<file path="src/rtl/rom_port_arbiter_pkg.sv">
// Shared definitions for the ROM port arbiter: FSM state and owner encodings
// plus the sizing rule for the optional WAIT timeout counter.
package rom_port_arbiter_pkg;

    typedef enum logic [1:0] {
        StIdle = 2'd0,
        StWait = 2'd1,
        StResp = 2'd2
    } state_e;

    typedef enum logic {
        OwnIf = 1'b0,
        OwnLs = 1'b1
    } owner_e;

    localparam int unsigned MinCntW = 8;

    // Timeout counter width: wide enough to hold TIMEOUT, never narrower than 8 bits.
    function automatic int unsigned cnt_width(input int unsigned timeout);
        int unsigned w;
        w = $clog2(timeout + 1);
        return (w > MinCntW) ? w : MinCntW;
    endfunction

endpackage

</file>
<file path="src/rtl/rom_port_arbiter_rr_arb2.sv">
// Two-way round-robin selector: a lone request wins, a tie goes to the port
// that was not granted last.
module rr_arb2
    import rom_port_arbiter_pkg::*;
(
    input  logic [1:0] req,
    input  owner_e     last,
    output owner_e     grant
);

    // Pick the owner from the current request pair and the previous grant.
    always_comb begin
        grant = OwnIf;
        if (req == 2'b11) begin
            grant = (last == OwnIf) ? OwnLs : OwnIf;
        end else if (req[1]) begin
            grant = OwnLs;
        end
    end

endmodule

</file>
<file path="src/rtl/rom_port_arbiter.sv">
// Shares one multi-cycle ROM reader between the instruction-fetch and
// data-load ports. Define ROM_ARB_TIMEOUT_EN to bound WAIT at TIMEOUT cycles
// (aborted reads return zero and pulse err with the ack).
module rom_port_arbiter
    import rom_port_arbiter_pkg::*;
#(
    parameter int unsigned ADDR_W  = 32,
    parameter int unsigned TIMEOUT = 255
) (
    input  logic              clk,
    input  logic              rst,
    input  logic              if_req,
    input  logic [ADDR_W-1:0] if_addr,
    output logic              if_ack,
    output logic [31:0]       if_rdata,
    input  logic              ls_req,
    input  logic [ADDR_W-1:0] ls_addr,
    output logic              ls_ack,
    output logic [31:0]       ls_rdata,
    output logic              read_ce,
    output logic [ADDR_W-1:0] address,
    input  logic [31:0]       dout,
    input  logic              rfin,
    output logic              busy,
    output logic              err
);

    state_e            state_q;
    owner_e            owner_q;
    owner_e            last_q;
    owner_e            grant;
    logic [ADDR_W-1:0] address_q;
    logic [ADDR_W-1:0] sel_addr;
    logic              read_ce_q;
    logic              if_ack_q;
    logic              ls_ack_q;
    logic [31:0]       if_rdata_q;
    logic [31:0]       ls_rdata_q;
    logic              abort;
    logic [31:0]       wait_data;

    // Byte offsets are dropped; the ROM is word addressed.
    logic unused_addr_bits;
    assign unused_addr_bits = ^{if_addr[1:0], ls_addr[1:0]};

    rr_arb2 u_rr_arb2 (
        .req   ({ls_req, if_req}),
        .last  (last_q),
        .grant (grant)
    );

    assign sel_addr = (grant == OwnLs) ? ls_addr : if_addr;

`ifdef ROM_ARB_TIMEOUT_EN
    localparam int unsigned CntW = cnt_width(TIMEOUT);

    logic [CntW-1:0] cnt_q;
    logic            err_q;

    // rfin on the last allowed cycle still completes normally.
    assign abort = (state_q == StWait) && !rfin && (cnt_q == CntW'(TIMEOUT - 1));
    assign err   = err_q;
`else
    logic unused_timeout;
    assign unused_timeout = ^TIMEOUT;
    assign abort          = 1'b0;
    assign err            = 1'b0;
`endif

    assign wait_data = abort ? 32'h0000_0000 : dout;

    // Transaction FSM: grant in IDLE, hold read_ce through WAIT, ack in RESP.
    always_ff @(posedge clk or negedge rst) begin
        if (!rst) begin
            state_q    <= StIdle;
            owner_q    <= OwnIf;
            last_q     <= OwnIf;
            address_q  <= '0;
            read_ce_q  <= 1'b0;
            if_ack_q   <= 1'b0;
            ls_ack_q   <= 1'b0;
            if_rdata_q <= '0;
            ls_rdata_q <= '0;
`ifdef ROM_ARB_TIMEOUT_EN
            cnt_q      <= '0;
            err_q      <= 1'b0;
`endif
        end else begin
            if_ack_q <= 1'b0;
            ls_ack_q <= 1'b0;
`ifdef ROM_ARB_TIMEOUT_EN
            err_q    <= 1'b0;
`endif
            unique case (state_q)
                StIdle: begin
                    if (if_req || ls_req) begin
                        owner_q   <= grant;
                        last_q    <= grant;
                        address_q <= {sel_addr[ADDR_W-1:2], 2'b00};
                        read_ce_q <= 1'b1;
                        state_q   <= StWait;
`ifdef ROM_ARB_TIMEOUT_EN
                        cnt_q     <= '0;
`endif
                    end
                end
                StWait: begin
                    if (rfin || abort) begin
                        if (owner_q == OwnLs) begin
                            ls_rdata_q <= wait_data;
                            ls_ack_q   <= 1'b1;
                        end else begin
                            if_rdata_q <= wait_data;
                            if_ack_q   <= 1'b1;
                        end
                        read_ce_q <= 1'b0;
                        state_q   <= StResp;
`ifdef ROM_ARB_TIMEOUT_EN
                        err_q     <= abort;
                    end else begin
                        cnt_q <= cnt_q + CntW'(1);
`endif
                    end
                end
                StResp: begin
                    state_q <= StIdle;
                end
                default: begin
                    state_q <= StIdle;
                end
            endcase
        end
    end

    assign if_ack   = if_ack_q;
    assign ls_ack   = ls_ack_q;
    assign if_rdata = if_rdata_q;
    assign ls_rdata = ls_rdata_q;
    assign read_ce  = read_ce_q;
    assign address  = address_q;
    assign busy     = (state_q != StIdle);

endmodule

</file>
<file path="config.mk">
export PLATFORM = sky130hd
export DESIGN_NAME = rom_port_arbiter
export DESIGN_NICKNAME = d
export VERILOG_FILES = /design/src/rtl/rom_port_arbiter_pkg.sv /design/src/rtl/rom_port_arbiter_rr_arb2.sv /design/src/rtl/rom_port_arbiter.sv
export SDC_FILE = /design/constraint.sdc
export NUM_CORES = 1
export LEC_CHECK = 0
export ABC_AREA = 1
export CORE_ASPECT_RATIO = 0.8
export CORE_MARGIN = 2
export CORE_UTILIZATION = 38
export DETAILED_ROUTE_END_ITERATION = 7
export GPL_ROUTABILITY_DRIVEN = 1
export PLACE_DENSITY_LB_ADDON = 0.08
export SLEW_MARGIN = 10
export SYNTH_ARGS = -nofsm -noshare
export SYNTH_HDL_FRONTEND = slang
export SYNTH_SLANG_ARGS = --single-unit
</file>
<file path="constraint.sdc">
create_clock -name clk -period 1.27 [get_ports clk]
set_clock_uncertainty 0.15 [all_clocks]
set_input_delay 0.127 -clock clk [delete_from_list [all_inputs] [get_ports clk]]
set_output_delay 0.127 -clock clk [all_outputs]
set_load 0.005 [all_outputs]
</file>
==> reports/qor.csv <==
metric,value,unit
final hold viol count,0,
aggregate routed wire length,15.0,mm
TritonCTS sink count,100,
Die Y-Extent,102,um
P per Cell Area,2210,nW/um^2
unrepaired setup endpoints after global routing,true,
DRC violation count after routing,0,
number of antenna violations at the first check in global routing,0,
sequential cell area fraction in the yosys report,0.553,
Worst IR Drop VDD,1.02,mV
synth unique cells,18,
synthesized instance count,527,
total of flip-flops plus latches after synthesis,100,
critical path endpoint category,register,
FP Rows,35,
status,finished with violations,
area of the die,12800,sq um
placeable core region,11600,sq um
placement-stage worst setup slack,-0.527,ns
post-DP HPWL,8.54,mm
TNS Setup,-13.74,ns
yosys synthesis warning count,0,
fin crit period,1.47,ns
cell at the root of the clock tree,sky130_fd_sc_hd__clkbuf_16,
clock latency reported for the late side of the worst-skew pair,0.33,ns
H-tree lvl count,3,
P_leak,4.32,nW
Chip Width,126,um
failing checks,setup timing,
Layout Area Growth over Synthesis,85.5,%
total routing usage reported by global routing,0.221,
drt first pass iters,5,
most used cells in the layout excluding fill and tap cells,"99 x sky130_fd_sc_hd__dfrtp_1, 95 x sky130_fd_sc_hd__inv_1, 95 x sky130_fd_sc_hd__clkdlybuf4s50_1, 68 x sky130_fd_sc_hd__clkdlybuf4s15_1, 66 x sky130_fd_sc_hd__nand2_1",
area occupied by registers,2500,sq um
mux cell area share after synthesis,0,
vias in the first global route,4379,
remaining global-route overflow,0,
final antenna diode count,0,
"Data required, critical path",1.35,ns
number of failing setup endpoints in the final timing report,100,
worst setup path category,reg -> reg,
TritonCTS clock tree,yes,
gp weighted congestion,0.822,
initial standard-cell utilization of the core,0.392,
fill cell instance count of the final layout,876,
maximum number of pins on one net before global-route repair,42,
Routed WL per cell,15.8,um
Worst setup SP type,register,
"most common cell after layout, fill and taps aside",sky130_fd_sc_hd__dfrtp_1,
synthesized cell area,4530,sq um
Via Count,4551,
Setup WS post-layout,-0.200,ns
fraction of layout cells with a size suffix above 1,0.372,
average cell area after synthesis,8.59,sq um
remaining antenna violation count after routing,0,
maxcap violations,0,
top-level I/O count,202,
final cycle utilization of the critical path,1.16,
number of nets at the end of the flow,902,
simple-gate share of the synthesized area,0.208,
number of buffers between clock root and the deepest sink,2,
type of the most critical hold path,in -> async,
area share of fa/ha/maj cells after synthesis,0,
vias per cell,4.77,
"Reg clk slew, reported paths",0.07,ns
setup slack of the most critical reg-to-reg path,-0.20,ns
largest fanout on the critical path,8,
first-pass GRT wire length,22.4,mm
Final Slew Violations,0,
area of the multi-input gates,1990,sq um
Critical Path AT,1.55,ns
f_max,0.680,GHz
number of buffers created by CTS,9,
number of port buffers,194,
XOR/XNOR Fraction of Synth Area,0,
Compound-Gate Fraction of Synth Area,0.0967,
main combinational cell family by area after synthesis,simple AND/OR/NAND/NOR gates,
number of DRC markers after the initial detailed-route iteration,222,
final timing paths:
kind | startpoint | end | depth (start not counted)
worst max-delay path | state_q[1] | if_rdata[1] | 6
worst max register to register | state_q[1] | if_rdata[1] | 6
worst min register to register | address[26] | address[26] | 2
min in group clk | dout[26] | if_rdata[26] | 3
max in group asynchronous | rst | address[27] | 3
worst min-delay path | rst | address[9] | 2
per-stage QoR:
| step | total power [W] | hold WS [ns] | std cells | area [sq um] | utilization |
|---|---|---|---|---|---|
| 2_1_floorplan | 0.00827 | -0.319 | 529 | 4540 | - |
| 3_3_place_gp | 0.0121 | -0.188 | 859 | 6610 | 0.571 |
| 3_5_place_dp | 0.0122 | -0.182 | 859 | 6610 | 0.571 |
| 4_1_cts | 0.0169 | 0.185 | 929 | 7830 | 0.677 |
| 5_1_grt | 0.0197 | 0.0188 | 954 | 8400 | 0.727 |
| 6_report | 0.0186 | 0.00390 | 954 | 8400 | 0.727 |
Yosys cell counts (all sizes together):
library cell,n,area [sq um]
inv,98,368
o21ai,68,438
clkbuf,2,8.75
nand2,160,601
nor2,6,32.5
nand4,1,6.26
dfrtp,100,2500
conb,1,3.75
buf,31,268
nand3,60,300
logic make-up after synthesis:
group                  count (synthesis)
AOI/OAI and AO/OA                     68
other                                  1
and+or+nand+nor                      227
DFF                                  100
buffers and inverters                131
power breakdown:
part | internal (W) | leakage [nW] | switching (W) | total, W
sequential | 0.00467 | 1.24 | 0.00111 | 0.00579
combinational | 0.00561 | 2.93 | 0.00432 | 0.00993
clock | 0.00164 | 0.156 | 0.00120 | 0.00285
critical path, stage by stage (launching register included):
cell,delay (ns)
sky130_fd_sc_hd__dfrtp_1,0.41
sky130_fd_sc_hd__buf_6,0.14
sky130_fd_sc_hd__nor2_4,0.22
sky130_fd_sc_hd__nand2_8,0.13
sky130_fd_sc_hd__buf_12,0.18
sky130_fd_sc_hd__nand2_1,0.07
sky130_fd_sc_hd__o21ai_2,0.05
final cells by class:
type,count,share of cell area
Tap cell,148,0.0220
Inverter,98,0.0438
Clock buffer,11,0.0301
Clock inverter,5,0.00685
Sequential cell,100,0.298
Timing Repair Buffer,292,0.362
Multi-Input combinational cell,300,0.237
flip-flops by register name, summed over array words and instances, names as in the netlist:
register / cells
if_ack: 1
read_ce: 1
state_q: 2
last_q: 1
ls_ack: 1
address: 30
ls_rdata: 32
if_rdata: 32
metal layers:
layer,share of wire,GRT usage,wire length (um)
met3,0.061,0.0618,924
met1,0.44,0.300,6610
met2,0.48,0.353,7300
met4,0.014,0.0609,215
met5,0,0,0
what timing repair did:
action,CTS,global route
hold buffers,2,0
pin swaps,22,8
setup buffers,38,19
endpoints found under the hold margin,100,0
endpoints found under the setup margin,195,145
resized for setup,274,171
gates cloned,14,8
Power figures use the tool's default switching activity.
